**config.mk**
```make
export PLATFORM = sky130hd
export DESIGN_NAME = demux2_stream
export DESIGN_NICKNAME = d
export VERILOG_FILES = /design/src/rtl/nyq_pkg.sv /design/src/rtl/stream_reg_slice.sv /design/src/rtl/demux2_stream.sv
export SDC_FILE = /design/constraint.sdc
export NUM_CORES = 1
export LEC_CHECK = 0
export CORE_MARGIN = 2
export CORE_UTILIZATION = 42
export DETAILED_ROUTE_END_ITERATION = 8
export MAX_ROUTING_LAYER = met4
export PLACE_DENSITY = 0.77
export SLEW_MARGIN = 20
export SYNTH_ARGS = -nofsm -noshare
export SYNTH_HDL_FRONTEND = slang
export SYNTH_SLANG_ARGS = --single-unit
```
**constraint.sdc**
```tcl
create_clock -name Clk_CI -period 1.6 [get_ports Clk_CI]
set_input_delay 0.32 -clock Clk_CI [delete_from_list [all_inputs] [get_ports Clk_CI]]
set_output_delay 0.32 -clock Clk_CI [all_outputs]
set_load 0.02 [all_outputs]
```
**src/rtl/nyq_pkg.sv**
```systemverilog
// Shared NYQ datapath constants and the port-select type used by demux2_stream.
package nyq_pkg;

   localparam int WIDTH_DEF     = 16;
   localparam int CNT_WIDTH_DEF = 16;

   typedef enum logic {
      PORT0 = 1'b0,
      PORT1 = 1'b1
   } port_sel_e;

endpackage

```
**src/rtl/stream_reg_slice.sv**
```systemverilog
// Single-entry valid/ready register stage. A load in the same cycle as an
// output handshake replaces the drained beat, giving one beat per cycle.
module stream_reg_slice #(
   parameter int WIDTH = 16
) (
   input  logic             clk,
   input  logic             rst_n,
   input  logic [WIDTH-1:0] load_data,
   input  logic             load,
   output logic             free,
   output logic [WIDTH-1:0] data,
   output logic             valid,
   input  logic             ready
);

   // Free when empty or when the held beat leaves on this edge.
   assign free = !valid || ready;

   always_ff @(posedge clk or negedge rst_n) begin
      if (!rst_n) begin
         data  <= '0;
         valid <= 1'b0;
      end else if (load) begin
         data  <= load_data;
         valid <= 1'b1;
      end else if (ready) begin
         valid <= 1'b0;
      end
   end

endmodule

```
**src/rtl/demux2_stream.sv**
```systemverilog
// 1-to-2 valid/ready stream demultiplexer with a registered slice per output.
// Define DEMUX2_CNT_EN to add saturating per-port delivered-beat counters.
module demux2_stream
   import nyq_pkg::*;
#(
   parameter int WIDTH     = WIDTH_DEF,
   parameter int CNT_WIDTH = CNT_WIDTH_DEF
) (
   input  logic                 Clk_CI,
   input  logic                 Rst_RBI,
   input  logic [WIDTH-1:0]     In_DI,
   input  logic                 InValid_SI,
   input  logic                 InSel_SI,
   output logic                 InReady_SO,
   output logic [WIDTH-1:0]     Out0_DO,
   output logic                 Out0Valid_SO,
   input  logic                 Out0Ready_SI,
   output logic [WIDTH-1:0]     Out1_DO,
   output logic                 Out1Valid_SO,
   input  logic                 Out1Ready_SI
`ifdef DEMUX2_CNT_EN
  ,input  logic                 CntClr_SI,
   output logic [CNT_WIDTH-1:0] Cnt0_DO,
   output logic [CNT_WIDTH-1:0] Cnt1_DO
`endif
);

   port_sel_e sel;
   logic      free0, free1;
   logic      accept, load0, load1;

   assign sel = port_sel_e'(InSel_SI);

   // Slices look free during reset, so ready is gated by reset explicitly.
   assign InReady_SO = Rst_RBI && ((sel == PORT1) ? free1 : free0);
   assign accept     = InValid_SI && InReady_SO;
   assign load0      = accept && (sel == PORT0);
   assign load1      = accept && (sel == PORT1);

   stream_reg_slice #(.WIDTH(WIDTH)) u_slice0 (
      .clk       (Clk_CI),
      .rst_n     (Rst_RBI),
      .load_data (In_DI),
      .load      (load0),
      .free      (free0),
      .data      (Out0_DO),
      .valid     (Out0Valid_SO),
      .ready     (Out0Ready_SI)
   );

   stream_reg_slice #(.WIDTH(WIDTH)) u_slice1 (
      .clk       (Clk_CI),
      .rst_n     (Rst_RBI),
      .load_data (In_DI),
      .load      (load1),
      .free      (free1),
      .data      (Out1_DO),
      .valid     (Out1Valid_SO),
      .ready     (Out1Ready_SI)
   );

`ifdef DEMUX2_CNT_EN
   logic fire0, fire1;

   assign fire0 = Out0Valid_SO && Out0Ready_SI;
   assign fire1 = Out1Valid_SO && Out1Ready_SI;

   // Clear beats increment; counts stick at all-ones.
   always_ff @(posedge Clk_CI or negedge Rst_RBI) begin
      if (!Rst_RBI) begin
         Cnt0_DO <= '0;
         Cnt1_DO <= '0;
      end else if (CntClr_SI) begin
         Cnt0_DO <= '0;
         Cnt1_DO <= '0;
      end else begin
         if (fire0 && (Cnt0_DO != '1)) Cnt0_DO <= Cnt0_DO + 1'b1;
         if (fire1 && (Cnt1_DO != '1)) Cnt1_DO <= Cnt1_DO + 1'b1;
      end
   end
`endif

endmodule
```
Word-level counts from Yosys, hierarchy flattened
Index checks and enable logic that the tools add are counted.
{ "op_classes": {"n_mux": 5, "bitwise_logic": 1, "n_reduce_logical": 10} }
{ "ops": {"columns": ["op", "count"], "rows": [
  ["$mux W1", 5],
  ["$logic_and A1 B1 Y1", 4],
  ["$reduce_bool A2 Y1", 2],
  ["$logic_not A1 Y1", 2],
  ["$logic_or A1 B1 Y1", 2],
  ["$not A1 Y1", 1]
]} }
{ "totals": {"ff_bits": 34, "word_cells": 20} }

Logic depth before layout (Yosys ltp)
Gate-level depths: netlist of run 1.
{ "depth": {"depth_word": 7, "mapped_depth": 5, "depth_no_buf": 3} }

By module
From an unflattened synthesis of run 1, not the netlist that was laid out.
{ "hier_totals": {"cells_unflattened": 80, "area_unflattened_um2": 1406.3} }
{ "modules_own_cells": {"columns": ["module", "n_inst", "cells_per_inst", "area_per_inst_um2", "seq_area_each_um2"], "rows": [
  ["stream_reg_slice", 2, 37, 683.2, 425.4],
  ["demux2_stream", 1, 6, 40.0, 0.0]
]} }

Worst setup path before layout of run 1
OpenSTA, ideal clock, no wires.
{ "synth_timing": {"kind": "reg-to-reg", "start": "register u_slice0.valid", "end": "register u_slice0.data[10]", "setup_ps": 125, "arrival_time_ps": 1395, "required_time_ps": 1475, "slack_ps": 81, "path_stages_with_launch": 5, "period_less_slack_ps": 1519, "path_cell_list": "dfrtp_1 > nand2b_1 > nor3b_4 > buf_6 > mux2_2"} }
{ "synth_between": {"elab_chain_cells": 6} }
{ "synth_rtl": {"columns": ["element", "line_no", "source"], "rows": [
  ["from (decl)", "stream_reg_slice.sv:12", "output logic valid,"],
  ["from (signal assigned)", "stream_reg_slice.sv:22", "valid <= 1'b0;"],
  ["from (signal assigned)", "stream_reg_slice.sv:25", "valid <= 1'b1;"],
  ["from (signal assigned)", "stream_reg_slice.sv:27", "valid <= 1'b0;"],
  ["$logic_not A1 Y1", "stream_reg_slice.sv:17", "assign free = !valid || ready;"],
  ["$logic_or A1 B1 Y1", "stream_reg_slice.sv:17", null],
  ["$mux W1", "demux2_stream.sv:35", "assign InReady_SO = Rst_RBI && ((sel == PORT1) ? free1 : free0);"],
  ["$logic_and A1 B1 Y1", "demux2_stream.sv:35", null],
  ["$logic_and A1 B1 Y1", "demux2_stream.sv:36", "assign accept = InValid_SI && InReady_SO;"],
  ["$logic_and A1 B1 Y1", "demux2_stream.sv:37", "assign load0 = accept && (sel == PORT0);"],
  ["to (signal assigned)", "stream_reg_slice.sv:24", "data <= load_data;"],
  ["to (decl)", "stream_reg_slice.sv:11", "output logic [WIDTH-1:0] data,"]
]} }
Every way passes these cells.
A chain may end at the register's enable or synchronous reset.

Final worst setup path of run 1
{ "layout_timing": {"start": "input port Out0Ready_SI", "end": "output port InReady_SO"} }
{ "layout_between": {"elab_chain_cells": 3} }
{ "layout_rtl": {"columns": ["element", "line_no", "source"], "rows": [
  ["from (decl)", "demux2_stream.sv:17", "input logic Out0Ready_SI,"],
  ["$logic_or A1 B1 Y1", "stream_reg_slice.sv:17", null],
  ["$mux W1", "demux2_stream.sv:35", null],
  ["$logic_and A1 B1 Y1", "demux2_stream.sv:35", null],
  ["to (decl)", "demux2_stream.sv:14", "output logic InReady_SO,"]
]} }
Every way passes these cells.

==> flow_summary.ini, run 1 <==
[outcome]
outcome = complete, no violations

[worst_setup_path]
cp.required_ps = 1280
crit_chain = clkdlybuf4s50_1 -> nand2b_4 -> mux2i_1 -> nor2b_1 -> buf_4
rr_worst_depth = 5
end_kind = output pin
max_stage_delay_ps = 470
r2r-end = u_slice0.data[1]$_DFFE_PN0P_
critical_path_arrival_ps = 1230
crit_path_end = InReady_SO
rrSetupSlack_ps = 140
crit_path_start_kind = input pin
timing.rr.start = u_slice0.valid$_DFFE_PN0P_
crit_start = Out0Ready_SI
crit_type = input pin to output pin
slowest_stage = clkdlybuf4s50_1
cp_max_fo = 2

[placed_design]
placed_cell_area_um2 = 2020
gp_congestion = 0.752
placedCellCount = 187
io_buffers = 56
hpwl_um = 2200
post-place-ws_ps = -432

[timing]
post-route-min-period_ps = 1550
hold_ws_ps = 321
hold_viol_final = 0
fin_worst_skew_ps = 18.4
worst_slack_ps = 48.4
fin_crit_sh_pct = 97.0
maxSlewHeadroom_pct = 81.6
worst_pin_slew_ps = 276
max_freq_mhz = 644
setup_violations = 0
slew_violations = 0

[layout]
ff_latch_area_um2 = 851
utilization_pct = 68.6
layout-drive-gt1-share_pct = 37.5
multi_input_area_um2 = 487
post-route-cell-area_um2 = 2110
n_fill_cell = 248
synthToLayoutAreaGrowth_pct = 55.4
antenna_cells = 0
final_cells = 196
fin_nets = 173

[cts]
ctsRootBufferMaster = clkbuf_4
clk-insertion-delay-late_ps = 340
cts_tree = done
postCtsSetupBuffers = 0
cts.clk_slew.worst_paths_ps = 90
htreeDepth = 2
clock_path_buffers = 2
numCtsBuffers = 5
cts.sinks = 34

[global_routing]
grt_max_degree = 23
grt_pass1_vias = 1048
grt_usage_pct = 18.8
antenna_found_initial = 0
grt_pass1_wl_um = 4780
grt_overflow = 0

[min_path]
holdPathStages = 3
min_path_type = input pin to register

[logic_synthesis]
synth_top_area_share_pct = 62.6
synth_top_family_by_area = multiplexers
yosysWarnings = 0
syn_inst = 79
netlist_top_cells_area = dfrtp_1, mux2_2, mux2_4
ys_seq_elements = 34
syn-cell-area_um2 = 1360
yosysTopAreaCell = dfrtp_1
synth-adder-area-share_pct = 0
synthFlopType = dfrtp_1
synth_edf_count = 0
synth_common_cells = dfrtp_1, mux2_2, mux2_4
post_synth.cell_area_avg_um2 = 17.2
yosysMostFrequentCell = dfrtp_1
async_reset_ff_share_pct = 100
ys_seq_area_share_pct = 62.6
synthDistinctLibCells = 13
synth-simple-area-share_pct = 4.14
syn-num-nets = 101
synth_compound_area_share_pct = 0.368
synth_xor_xnor_area_share_pct = 0
synthMuxAreaShare_pct = 30.0

[detailed_routing]
via_per_inst = 4.66
route.detailed.wl_per_inst_um = 14.8
totalWireLength_um = 2890
antenna_left = 0
drt-initial-drc-count = 17
dr.pass1.iters = 3
num_vias = 914
drcViolationCount = 0

[floorplanning]
initial_core_util_pct = 44.1
die_h_um = 60.9
core-area_um2 = 3080
core.rowCount = 20
die_area_um2 = 3710
ios = 57
fp.dieW_um = 60.9

[run]
drv_cap = 0

[power]
power.density_nw_per_um2 = 1300
p_leak_nw = 1.01
ir_worst_vdd_v = 0.000828
[power breakdown]
group / total, W / switching [W] / internal (W)
Sequential: 0.00113 / 0.0000935 / 0.00103
Combinational: 0.000794 / 0.000397 / 0.000397
Clock: 0.000819 / 0.000290 / 0.000530
[cell families (layout without fill, tap and decap cells)]
family,after synthesis,in the layout
AND/OR/NAND/NOR,8,8
flip-flops,34,34
multiplexers,33,33
AO/OA/AOI/OAI,1,1
buffers and inverters,3,76
[through the flow]
stage | power (W) | setup TNS (ps)
after global placement | 0.00205 | -8360
final | 0.00274 | 0
after detailed placement | 0.00207 | -8720
after CTS | 0.00276 | 0
after global routing | 0.00287 | -19.1
after floorplan | 0.00158 | 0
[timing repair]
action,4_1_cts,5_1_grt
pin swaps,0,0
gates resized for setup,38,5
setup endpoints to repair,35,1
endpoints found under the hold margin,25,0
hold buffers,1,0
[final cells by class]
cell class | count | area share, %
Multi-Input combinational cell | 42 | 23.0
Tap cell | 44 | 2.61
Sequential cell | 34 | 40.3
Clock buffer | 6 | 2.43
Timing Repair Buffer | 68 | 28.8
Clock inverter | 2 | 2.84
[metal layers]
layer	wire length, um	up-vias	global-route usage (%)
li1	-	420	-
met1	1160	456	21.8
met2	1550	36	31.5
met3	158	2	7.04
met4	19	0	3.73
met5	0	-	-
[sequential cells by signal, indices dropped and copies added (netlist names)]
name and cells:
u_slice0.valid 1, u_slice1.data 16, u_slice1.valid 1, u_slice0.data 16
[worst min path at each step]
stage          slack, ps                      endpoint    start
3_5_place_dp         310  u_slice1.data[4]$_DFFE_PN0P_  Rst_RBI
4_1_cts              320    u_slice1.valid$_DFFE_PN0P_  Rst_RBI
6_report             320    u_slice1.valid$_DFFE_PN0P_  Rst_RBI
2_1_floorplan         20  u_slice0.data[0]$_DFFE_PN0P_  Rst_RBI
5_1_grt              340    u_slice1.valid$_DFFE_PN0P_  Rst_RBI
3_3_place_gp         310  u_slice1.data[4]$_DFFE_PN0P_  Rst_RBI
[cell usage in the layout (no fill, tap or decap), drive strengths merged]
cell type       n
buf            13
nor3b           1
nor2b           2
nand2           2
nand2b          2
dlygate4sd2    34
nand3           1
clkdlybuf4s50  18
dlymetal6s2s    2
mux2           32
o21ai           1
mux2i           1
clkbuf          6
dfrtp          34
dlygate4sd3     1
bufinv          2
[worst max-delay path, delay by kind of cell]
family	cells	cell delay [ps]
multiplexers	1	60
AND/OR/NAND/NOR	2	240
buffers and inverters	2	620
Note: power is estimated with default switching activity, not from simulation.
==> inputs of run 2 (changes only) <==
- REMOVE_ABC_BUFFERS: unset -> 1
==> run 2 against run 1 <==
Sequential power hardly changed. Worst hold slack worse by 260 ps. Via count is 0.44% lower. Cell count is 1.5% lower. Clock power is 41% lower. Clock skew is 12 ps lower. Critical endpoint is now u_slice1.data[11]$_DFFE_PN0P_. Largest cell class unchanged. Largest power group unchanged. Highest routed layer unchanged.
==> flow_summary.ini, run 2 (synthesis results as in run 1) <==
[layout]
synthToLayoutAreaGrowth_pct = 53.7
layout-drive-gt1-share_pct = 35.6
fin_nets = 170
multi_input_area_um2 = 492
antenna_cells = 0
layout_common_cells = dlygate4sd2_1, dfrtp_1, mux2_2
ff_latch_area_um2 = 851
post-route-cell-area_um2 = 2090
reg_top3 = u_slice0.data x16, u_slice1.data x16
n_fill_cell = 243

[cts]
clk-insertion-delay-late_ps = 320
htreeDepth = 2
cts.sinks = 34
cts_tree = done
holdBufCountCts = 0
ctsRootBufferMaster = clkbuf_4
clock_path_buffers = 2
cts.clk_slew.worst_paths_ps = 100
postCtsSetupBuffers = 0
numCtsBuffers = 5

[global_routing]
grt_pass1_wl_um = 4730
grt_max_degree = 27
grt_usage_pct = 18.9
antenna_found_initial = 0
grt_overflow = 0
grt_pass1_vias = 1039

[power]
ir_worst_vdd_v = 0.000694
power.density_nw_per_um2 = 1150
p_leak_nw = 0.992

[worst_setup_path]
crit_chain = clkdlybuf4s50_1 -> buf_4 -> nand3_1 -> nor2b_4 -> clkbuf_16 -> mux2_4
rr_worst_depth = 5
crit_family = buffers and inverters
crit_path_start_kind = input pin
path_depth = 6
cp.required_ps = 1820
end_kind = register
crit_type = input pin to register
r2r-end = u_slice0.data[3]$_DFFE_PN0P_
crit_start = InSel_SI
crit_path_end = u_slice1.data[11]$_DFFE_PN0P_
critical_path_arrival_ps = 1780
rrSetupSlack_ps = 140
slowest_stage = clkdlybuf4s50_1
cp_max_fo = 8
timing.rr.start = u_slice0.valid$_DFFE_PN0P_
worst-path-buf-inv = 3
max_stage_delay_ps = 490

[floorplanning]
die_area_um2 = 3710
die_h_um = 60.9
core.rowCount = 20
core-area_um2 = 3080
fp.dieW_um = 60.9
initial_core_util_pct = 44.1
ios = 57

[run]
drv_cap = 0

[timing]
fin_crit_sh_pct = 97.8
worst_pin_slew_ps = 320
hold_viol_final = 0
fin_worst_skew_ps = 6.79
maxSlewHeadroom_pct = 78.7
max_freq_mhz = 639
post-route-min-period_ps = 1560
grt_setup_unrepaired = no
worst_slack_ps = 35.5
setup_violations = 0
slew_violations = 0
hold_ws_ps = 60.9

[detailed_routing]
dr.pass1.iters = 2
route.detailed.wl_per_inst_um = 15.6
antenna_left = 0
totalWireLength_um = 3010
drt-initial-drc-count = 8
via_per_inst = 4.72
drcViolationCount = 0
num_vias = 910

[placed_design]
gp_congestion = 0.860
post-place-ws_ps = -481
hpwl_um = 2180
io_buffers = 56
placed_cell_area_um2 = 2020

[min_path]
min_path_type = input pin to async pin

[outcome]
outcome = complete, no violations
run 2: changes by cell type in the layout (fill, tap and decap cells not counted):
| cell | change |
|---|---|
| clkbuf_1 | +1 |
| clkbuf_16 | +1 |
| bufinv_16 | -2 |
| buf_12 | +2 |
| buf_4 | -5 |
| clkinv_2 | +1 |
| buf_2 | -1 |
| nor2b_4 | +1 |
| clkdlybuf4s50_1 | +1 |
| dlygate4sd3_1 | -1 |
| nor2b_2 | -1 |
run 2: power breakdown:
part	internal, W	switching (W)	leakage (nW)	total (W)
Combinational	0.000403	0.000403	0.552	0.000806
Clock	0.000213	0.000269	0.0353	0.000482
Sequential	0.00103	0.0000879	0.405	0.00112
run 2: per-stage QoR:
stage	power, W	instances	utilization [%]	setup TNS [ps]
floorplan	0.00157	76	-	-7910
global placement	0.00205	184	65.7	-8250
detailed placement	0.00208	184	65.7	-9640
CTS	0.00244	192	66.5	0
global route	0.00255	193	67.8	0
finish	0.00241	193	67.8	0
run 2: worst reg2reg max path: cells and delay by family (launching register included):
kind / cells / cell delay [ps]
flip-flops: 1 / 420
AND/OR/NAND/NOR: 2 / 290
multiplexers: 1 / 350
buffers and inverters: 2 / 280
run 2: cell type report:
| class | instances | share of cell area, % |
|---|---|---|
| Clock buffer | 7 | 2.64 |
| Clock inverter | 1 | 0.240 |
| Multi-Input combinational cell | 42 | 23.5 |
| Sequential cell | 34 | 40.7 |
| Tap cell | 44 | 2.64 |
| Timing Repair Buffer | 65 | 30.2 |
run 2: worst min-delay path by stage:
stage / start / endpoint / slack (ps) / cells past startpoint
after detailed placement: u_slice0.data[7]$_DFFE_PN0P_ / u_slice0.data[7]$_DFFE_PN0P_ / 490 / 1
final: Rst_RBI / u_slice1.data[13]$_DFFE_PN0P_ / 60 / 2
after global placement: u_slice0.data[0]$_DFFE_PN0P_ / u_slice0.data[0]$_DFFE_PN0P_ / 490 / 1
after floorplan: Rst_RBI / u_slice0.data[0]$_DFFE_PN0P_ / 20 / 0
after global routing: Rst_RBI / u_slice1.valid$_DFFE_PN0P_ / 90 / 3
after CTS: Rst_RBI / u_slice0.data[10]$_DFFE_PN0P_ / 420 / 3
run 2: layer usage:
layer | part of all wire (%) | up-vias | GRT usage (%)
met5 | 0 | - | -
met4 | 1.3 | 0 | 9.01
met3 | 6.4 | 4 | 5.97
met2 | 52 | 35 | 30.0
met1 | 40 | 455 | 21.8
li1 | - | 416 | -
run 2: what timing repair did:
action                                  in CTS  in global routing
endpoints found under the setup margin      35                  6
pin swaps                                    0                  0
gates cloned                                 0                  1
resized for setup                           40                  4
==> inputs of run 3 (changes only) <==
- CELL_PAD_IN_SITES_DETAIL_PLACEMENT: unset -> 2
- CELL_PAD_IN_SITES_GLOBAL_PLACEMENT: unset -> 2
- CORE_UTILIZATION: 42 -> 28
==> run 3 against run 2 <==
Global-route usage shrank 3.2 points. Via count increased by 2.4%. Die area up 46%. Total power increased by 26%. Sequential cell count unchanged. Sequential share of layout area fell by 4.5 points. Utilization shrank 18 points. Routed wire length rose by 40%. First-iteration DRC count decreased by 25%. Register-to-register slack got worse by 90 ps. Combinational power is 17% higher. Worst setup slack lost 24 ps.
==> flow_summary.ini, run 3 (synthesis results as in run 1) <==
[floorplanning]
die_area_um2 = 5430
die_h_um = 73.7
initial_core_util_pct = 29.0
ios = 57
core.rowCount = 25
fp.dieW_um = 73.7
core-area_um2 = 4690

[cts]
cts_tree = done
numCtsBuffers = 5
cts.clk_slew.worst_paths_ps = 80
ctsRootBufferMaster = clkbuf_8
clock_path_buffers = 2
htreeDepth = 2
cts.sinks = 34
clk-insertion-delay-late_ps = 290

[detailed_routing]
antenna_left = 0
via_per_inst = 4.57
drt-initial-drc-count = 6
num_vias = 932
totalWireLength_um = 4220
route.detailed.wl_per_inst_um = 20.7
dr.pass1.iters = 3
drcViolationCount = 0

[worst_setup_path]
end_kind = register
crit_path_start_kind = input pin
cp.required_ps = 1760
crit_type = input pin to register
timing.rr.start = u_slice0.valid$_DFFE_PN0P_
crit_start = Out1Ready_SI
critical_path_arrival_ps = 1750
cp_max_fo = 8

[layout]
antenna_cells = 0
layout_common_cells = dfrtp_1, dlymetal6s2s_1, mux2_4, clkdlybuf4s50_1, mux2_2
utilization_pct = 50.0
reg_top3 = u_slice0.data x16, u_slice1.data x16
post-route-cell-area_um2 = 2350
fin_nets = 171
layout-drive-gt1-share_pct = 37.3
synthToLayoutAreaGrowth_pct = 72.7
final_common_cell = dfrtp_1

[timing]
slew_violations = 0
grt_setup_unrepaired = yes
post-route-min-period_ps = 1590
setup_violations = 0
worst_slack_ps = 11.8
maxSlewHeadroom_pct = 70.5
fin_worst_skew_ps = 13.9
max_freq_mhz = 630
worst_pin_slew_ps = 443
tns_ps = 0
fin_crit_sh_pct = 99.3
hold_viol_final = 0

[global_routing]
grt_overflow = 0
grt_util_met2_pct = 28.4
grt_use_met1_pct = 16.8
grt_pass1_vias = 1092
met3_usage_pct = 4.25
grt_pass1_wl_um = 5930
top_usage_layer = met2
grt_usage_pct = 15.7
antenna_found_initial = 0
grt_max_degree = 34

[outcome]
outcome = complete, no violations

[run]
drv_cap = 0

[power]
p_leak_nw = 1.30
pwr-share-seq_pct = 37.5
intPower_w = 0.00217
pwr-share-clk_pct = 31.5
p_sw_share_pct = 28.6
ir_worst_vdd_v = 0.000606
power.switching_w = 0.000867
pwr-share-comb_pct = 31.0
finalPower_w = 0.00304
power.density_nw_per_um2 = 1290

[placed_design]
gp_congestion = 0.690
hpwl_um = 2730
placed_cell_area_um2 = 2020
post-place-ws_ps = -446
io_buffers = 56

[min_path]
min_path_type = input pin to async pin
## run 3: changes by cell type in the layout (fill, tap and decap cells not counted), sizes merged
cell	delta
clkdlybuf4s50	-1
dlymetal6s2s	+27
clkbuf	-2
dlygate4sd3	+1
dlygate4sd2	-27
bufbuf	+1
bufinv	+2
## run 3: what timing repair did
item | CTS | global route
endpoints found under the setup margin | 29 | 59
hold endpoints to repair | 1 | 0
hold buffers | 1 | 0
cloned | 1 | 1
gates resized for setup | 12 | 42
buffers inserted | 1 | 0
## run 3: layout make-up
cell class	count	area (um^2)
Sequential cell	34	851
Clock inverter	3	68.8
Timing Repair Buffer	66	766
Fill cell	446	2350
Tap cell	54	67.6
Multi-Input combinational cell	42	524
Clock buffer	5	68.8
## run 3: power groups by stage
| stage | Clock (W) | Sequential, W | Combinational (W) |
|---|---|---|---|
| after detailed placement | 0 | 0.00116 | 0.000944 |
| after CTS | 0.000982 | 0.00114 | 0.000939 |
| after global placement | 0 | 0.00113 | 0.000917 |
| after floorplan | 0 | 0.00136 | 0.000211 |
| after global routing | 0.00103 | 0.00116 | 0.000995 |
| final | 0.000957 | 0.00114 | 0.000941 |
## run 3: path summary, 6_finish.rpt
check                      cells after the start  slack, ps                       endpoint
setup / recovery                               6         10  u_slice1.data[13]$_DFFE_PN0P_
hold / removal                                 2        150  u_slice1.data[11]$_DFFE_PN0P_
setup reg to reg                               5         50   u_slice0.data[8]$_DFFE_PN0P_
hold reg to reg                                1        510   u_slice1.data[5]$_DFFE_PN0P_
max in group asynchronous                      2       1080     u_slice1.valid$_DFFE_PN0P_
min in group Clk_CI                            3        380     u_slice0.valid$_DFFE_PN0P_
## run 3: metal layers
layer | up-vias | routed length, um
met3 | 2 | 189
met2 | 33 | 2500
met1 | 485 | 1510
li1 | 412 | -
met4 | 0 | 14
met5 | - | 0
## run 3: critical path, cell delays in order
cell and delay (ps):
clkdlybuf4s50_1 460, nand2b_4 120, buf_4 110, nor2b_4 150, bufbuf_16 290, mux2_4 300
## run 3: stage by stage
step                      hold slack (ps)  cells
after floorplan                      24.4     76
after global placement                124    192
after detailed placement              129    192
after CTS                             141    203
after global routing                  170    204
final                                 145    204
